$ cat src/rtl/data_sampling_nx.sv
// Oversampling majority-vote bit sampler for a UART receiver, with input synchroniser and abort handling.
// Optional noise flag is compiled in when DATA_SAMPLING_NOISE_DET_EN is defined.
module data_sampling_nx #(
    parameter int PRESCALE_W  = 6,
    parameter int NUM_SAMPLES = 3,
    parameter int SYNC_STAGES = 2
) (
    input  logic                  CLK,
    input  logic                  RST,
    input  logic                  RX_IN,
    input  logic [PRESCALE_W-1:0] prescaler,
    input  logic                  Data_Sample_EN,
    input  logic [PRESCALE_W-1:0] Edge_Counter,
    output logic                  Sampled_bit,
    output logic                  Sampling_done,
    output logic                  Noise_err
);

    localparam int EXT_W = PRESCALE_W + 1;
    localparam int CNT_W = $clog2(NUM_SAMPLES + 1);

    localparam logic [EXT_W-1:0] HALF       = EXT_W'(NUM_SAMPLES / 2);
    localparam logic [EXT_W-1:0] MIN_NORMAL = EXT_W'(2 * (NUM_SAMPLES / 2) + 2);
    localparam logic [CNT_W-1:0] WIN        = CNT_W'(NUM_SAMPLES);
    localparam logic [CNT_W-1:0] MAJ        = CNT_W'(NUM_SAMPLES / 2);

    generate
        if ((NUM_SAMPLES < 1) || (NUM_SAMPLES > 7) || ((NUM_SAMPLES % 2) == 0)) begin : g_bad_num_samples
            $error("data_sampling_nx: NUM_SAMPLES must be 1, 3, 5 or 7");
        end
        if (SYNC_STAGES < 0) begin : g_bad_sync_stages
            $error("data_sampling_nx: SYNC_STAGES must be >= 0");
        end
    endgenerate

    // ------------------------------------------------------------------
    // Input synchroniser: flops preset to the idle-high line level
    // ------------------------------------------------------------------
    logic rx_s;

    generate
        if (SYNC_STAGES == 0) begin : g_no_sync
            assign rx_s = RX_IN;
        end else begin : g_sync
            logic [SYNC_STAGES-1:0] sync_q;

            always_ff @(posedge CLK or negedge RST) begin
                if (!RST) begin
                    sync_q <= '1;
                end else begin
                    sync_q[0] <= RX_IN;
                    for (int i = 1; i < SYNC_STAGES; i++) begin
                        sync_q[i] <= sync_q[i-1];
                    end
                end
            end

            assign rx_s = sync_q[SYNC_STAGES-1];
        end
    endgenerate

    // ------------------------------------------------------------------
    // Window arithmetic, one bit wider than the counter so nothing wraps
    // ------------------------------------------------------------------
    logic [EXT_W-1:0] presc_ext;
    logic [EXT_W-1:0] ec_ext;
    logic [EXT_W-1:0] mid;
    logic [EXT_W-1:0] start;
    logic             normal_mode;
    logic             single_sample;

    assign presc_ext   = {1'b0, prescaler};
    assign ec_ext      = {1'b0, Edge_Counter};
    assign mid         = presc_ext >> 1;
    assign normal_mode = (presc_ext >= MIN_NORMAL);
    assign start       = normal_mode ? (mid - HALF) : mid;
    // A one-wide window votes on the very capture that opens it
    assign single_sample = !normal_mode || (NUM_SAMPLES == 1);

    // ------------------------------------------------------------------
    // Control FSM with registered outputs
    // ------------------------------------------------------------------
    typedef enum logic [1:0] {
        S_IDLE,
        S_COLLECT,
        S_DONE
    } state_t;

    state_t           state_q;
    logic [CNT_W-1:0] ones_q;
    logic [CNT_W-1:0] idx_q;
    logic             bit_q;
    logic             done_q;
    logic             noise_q;

    logic [CNT_W-1:0] ones_d;
    logic [CNT_W-1:0] idx_d;
    logic             capture_hit;
    logic             collect_abort;

    assign ones_d        = ones_q + CNT_W'(rx_s);
    assign idx_d         = idx_q + CNT_W'(1);
    assign capture_hit   = Data_Sample_EN && (ec_ext == (start + EXT_W'(idx_q)));
    assign collect_abort = !Data_Sample_EN || (Edge_Counter == '0);

`ifdef DATA_SAMPLING_NOISE_DET_EN
    logic [CNT_W-1:0] zeros_q;
    logic [CNT_W-1:0] zeros_d;

    assign zeros_d = zeros_q + CNT_W'(!rx_s);
`endif

    always_ff @(posedge CLK or negedge RST) begin
        if (!RST) begin
            state_q <= S_IDLE;
            ones_q  <= '0;
            idx_q   <= '0;
            bit_q   <= 1'b1;
            done_q  <= 1'b0;
            noise_q <= 1'b0;
`ifdef DATA_SAMPLING_NOISE_DET_EN
            zeros_q <= '0;
`endif
        end else begin
            done_q  <= 1'b0;
            noise_q <= 1'b0;

            case (state_q)
                S_IDLE: begin
                    if (capture_hit) begin
                        ones_q <= ones_d;
                        idx_q  <= idx_d;
`ifdef DATA_SAMPLING_NOISE_DET_EN
                        zeros_q <= zeros_d;
`endif
                        if (single_sample) begin
                            bit_q   <= rx_s;
                            done_q  <= 1'b1;
                            state_q <= S_DONE;
                        end else begin
                            state_q <= S_COLLECT;
                        end
                    end
                end

                S_COLLECT: begin
                    // Start is never 0 in a multi-sample window, so count 0 here is always an abort
                    if (collect_abort) begin
                        ones_q  <= '0;
                        idx_q   <= '0;
`ifdef DATA_SAMPLING_NOISE_DET_EN
                        zeros_q <= '0;
`endif
                        state_q <= S_IDLE;
                    end else if (capture_hit) begin
                        ones_q <= ones_d;
                        idx_q  <= idx_d;
`ifdef DATA_SAMPLING_NOISE_DET_EN
                        zeros_q <= zeros_d;
`endif
                        if (idx_d == WIN) begin
                            bit_q   <= (ones_d > MAJ);
                            done_q  <= 1'b1;
`ifdef DATA_SAMPLING_NOISE_DET_EN
                            noise_q <= (ones_d != '0) && (zeros_d != '0);
`endif
                            state_q <= S_DONE;
                        end
                    end
                end

                S_DONE: begin
                    if (collect_abort) begin
                        ones_q  <= '0;
                        idx_q   <= '0;
`ifdef DATA_SAMPLING_NOISE_DET_EN
                        zeros_q <= '0;
`endif
                        state_q <= S_IDLE;
                    end
                end

                default: begin
                    ones_q  <= '0;
                    idx_q   <= '0;
`ifdef DATA_SAMPLING_NOISE_DET_EN
                    zeros_q <= '0;
`endif
                    state_q <= S_IDLE;
                end
            endcase
        end
    end

    assign Sampled_bit   = bit_q;
    assign Sampling_done = done_q;
`ifdef DATA_SAMPLING_NOISE_DET_EN
    assign Noise_err = noise_q;
`else
    assign Noise_err = 1'b0;
`endif

endmodule

$ cat config.mk
export PLATFORM = sky130hd
export DESIGN_NAME = data_sampling_nx
export DESIGN_NICKNAME = d
export VERILOG_FILES = /design/src/rtl/data_sampling_nx.sv
export SDC_FILE = /design/constraint.sdc
export NUM_CORES = 1
export LEC_CHECK = 0
export ABC_AREA = 1
export BUFFER_PORTS_ARGS = -buffer_cell sky130_fd_sc_hd__buf_4
export CAP_MARGIN = 20
export CORE_AREA = 2 2 44 46
export DETAILED_ROUTE_END_ITERATION = 10
export DIE_AREA = 0 0 46 48
export PLACE_DENSITY = 0.88
export SETUP_SLACK_MARGIN = 0.05
export SKIP_CTS_REPAIR_TIMING = 1
export SYNTH_ARGS = -nofsm -noshare
export SYNTH_HDL_FRONTEND = slang
export SYNTH_SLANG_ARGS = --single-unit
export TNS_END_PERCENT = 1
$ cat constraint.sdc
create_clock -name CLK -period 3.6 [get_ports CLK]
set_input_delay 0 -clock CLK [delete_from_list [all_inputs] [get_ports CLK]]
set_output_delay 0 -clock CLK [all_outputs]
set_load 0.01 [all_outputs]
==> metrics.md <==
| Metric | Value |
|---|---|
| Run status | `finished, final reports clean` |
| DP HPWL | `~1600 µm` |
| VDD IR max | `roughly 250 µV` |
| DRT Pass-1 Iters | `4` |
| Post-route cell area | `1099 µm²` |
| PD cells | `approximately 330 nW/µm²` |
| Vias | `899` |
| Yosys reg bits | `10` |
| Commonest non-fill, non-tap cell in the layout | `nand2_1` |
| H-tree Lvls | `1` |
| Pin count of the biggest net entering global routing | `11` |
| Crit path max-delay family | `simple AND/OR/NAND/NOR gates` |
| Fin Clk Skew | `between 0.001 and 0.0015 ns` |
| MaxCap Viol Count | `0` |
| Post-Route Utilization | `between 60% and 70%` |
| Unrepaired setup endpoints after global routing | `no` |
| Gpl congestion | `0.8016` |
| Number of global-route vias before repair | `~800` |
| Antenna Cells | `0` |
| Highest Clock Rate | `442.9 MHz` |
| Post-synthesis mux area share | `0%` |
| Final min period | `2.258 ns` |
| Hold WS | `~0.096 ns` |
| Buf/Inv on CP | `1` |
| Most frequent cells in the layout | `nand2_1, inv_1, buf_4` |
| First-iteration detailed-routing DRC count | `33` |
| Clock Sinks | `10` |
| Layout cell share with drive strength beyond 1 | `22.36%` |
| Die W | `46 µm` |
| Setup CP Type | `register to register` |
| Worst path slowest cell | `fa_1` |
| CTS Buffer Depth | `2` |
| Die Footprint | `roughly 2200 µm²` |
| Sequential fraction of the synthesis area | `around 28%` |
| Io pins | `19` |
| Final ANT Viol Nets | `0` |
| Largest family of logic cells by synthesized area | `simple AND/OR/NAND/NOR gates` |
| Mapped Area | `908.4 µm²` |
| Compound-Gate Fraction of Synth Area | `3.581%` |
| Post-Syn Nets | `162` |
| Die Ht | `48 µm` |
| Synth-to-layout area growth | `20.94%` |
| Worst min-delay path class | `input port to async pin` |
| Worst Path Required | `between 3 and 4 ns` |
| Crit path DAT | `2.42 ns` |
| Fill cells | `152` |
| Clock Latency Late Sink | `0.26 ns` |
| DRC Markers | `0` |
| Leading area contributor after synthesis | `dfrtp_1` |
| CP Launch Type | `register` |
| Final period util | `between 60% and 70%` |
| DRT Wirelength | `1948 µm` |
| Via/cell ratio | `around 5` |
| CTS buffer count | `3` |
| Setup TNS | `0 ns` |
| CTS tree | `done` |
| Starting Density | `53.78%` |
| Initial antenna violation count | `0` |
| Distinct cell type count after synthesis | `23` |
| Crit-path cells | `ha_1 > inv_1 > fa_1 > xnor2_1 > nor3_1 > nand3_2 > nor2_4 > nand3_2 > nand2_2 > nand2_2 > nand2_1 > nand2_1` |
| Core Box Area | `1689 µm²` |
| Crit-path max FO | `4` |
| Total track usage | `~20%` |
| Post-Syn Area per Cell | `~6.5 µm²` |
| Grt ovf | `0` |
| Post-synth top area share | `19.28%` |
| Setup Viol. Count Final | `0` |
| Synth Area in XOR/XNOR | `under 10%` |
| Ys Warns | `0` |
| Setup crit end kind | `register` |
| Leakage power | `0.0006513 µW` |
| Global-route wire length before repair | `3146 µm` |
| Power Total | `between 300 and 400 µW` |
| Adder-cell area share of the yosys netlist | `between 9 and 10%` |
| Port-buffer cells | `16` |
| Placed instance area | `1042 µm²` |
| Clk root buf | `clkbuf_4` |
| Clock transition at path regs | `about 0.07 ns` |
| Num rows | `15` |
| Largest cells by area after synthesis | `dfrtp_1, nand2_1, inv_1, dfstp_2, ha_1` |
| Wire length per cell | `10.94 µm` |
| Layout Nets | `184` |
| Simple-Gate Fraction of Synth Area | `44.08%` |
| Final hold violation count | `0` |
| Cells after Synth | `140` |
| Max-slew violations | `0` |
| Slowest stage delay, CP | `0.42 ns` |
-- sequential cells by signal (all words and copies together) (netlist names) --
name / cells
state_q: 2
Sampled_bit: 1
idx_q: 2
ones_q: 2
g_sync.sync_q: 2
Sampling_done: 1
-- final timing paths --
path,from,to,slack [ns],cells past startpoint
worst max register to register,idx_q[0]$_DFFE_PN0P_,ones_q[0]$_DFFE_PN0P_,1.34,12
min in group CLK,Data_Sample_EN,idx_q[0]$_DFFE_PN0P_,0.17,5
worst max-delay path,idx_q[0]$_DFFE_PN0P_,ones_q[0]$_DFFE_PN0P_,1.34,12
max in group asynchronous,RST,Sampled_bit$_DFFE_PN1P_,3.28,2
worst min-delay path,RST,ones_q[1]$_DFFE_PN0P_,0.1,2
worst min register to register,g_sync.sync_q[0]$_DFF_PN1_,g_sync.sync_q[1]$_DFF_PN1_,0.36,0
-- synth_stat cells --
cell type	count
xor2_1	1
nand2_2	5
o21ai_0	4
inv_2	1
dfstp_2	3
o31ai_1	1
fa_1	1
nand4_1	5
ha_1	5
buf_4	1
xnor2_1	2
a21oi_1	1
nand3_2	3
nor2_1	10
nand2_1	46
nand3_1	11
nor2_4	1
nand3b_1	1
conb_1	1
dfrtp_1	7
nor3_1	1
inv_1	26
nor2_2	3
-- final cells by class --
cell class | instances | area [µm²] | area share, %
multi-input combinational | 102 | 545.5 | 49.66
sequential | 10 | 254.0 | 23.12
timing repair buffer | 18 | 140.1 | 12.76
inverter | 27 | 101.3 | 9.226
clock buffer | 4 | 36.28 | 3.303
tap | 17 | 21.27 | 1.936
-- cell families after synthesis --
logic type	Yosys count
AND/OR/NAND/NOR	86
other	1
XOR/XNOR	3
adder cells (fa/ha/maj)	6
buffers and inverters	28
flip-flops	10
AO/OA/AOI/OAI	6
-- worst register-to-register path: stages, from the launching register on --
cell	delay (ns)
dfrtp_1	0.41
ha_1	0.23
inv_1	0.08
fa_1	0.43
xnor2_1	0.14
nor3_1	0.20
nand3_2	0.12
nor2_4	0.14
nand3_2	0.10
nand2_2	0.11
nand2_2	0.08
nand2_1	0.06
nand2_1	0.05
-- power by group --
group          switching [µW]  total, µW  internal (µW)  leakage, µW
logic                    79.6        127           47.4     0.000503
registers                7.58        130            123     0.000127
clock network            40.4        102           61.4    0.0000210
-- layer usage --
metal	track usage (%)	vias up	wire (µm)	part of all wire (%)
met4	14.86	0	85	4.4
met5	0	-	0	0
met1	21.16	394	820	42
met3	1.132	9	58	3.0
li1	-	473	-	-
met2	38.61	23	983	50
-- stage by stage --
step / setup WS, ns / std cells
after floorplan: 1.530 / 140
after global placement: 1.257 / 172
after detailed placement: 1.124 / 172
after CTS: 1.335 / 176
after global routing: 1.201 / 178
final: 1.342 / 178
Power figures use the tool's default switching activity.
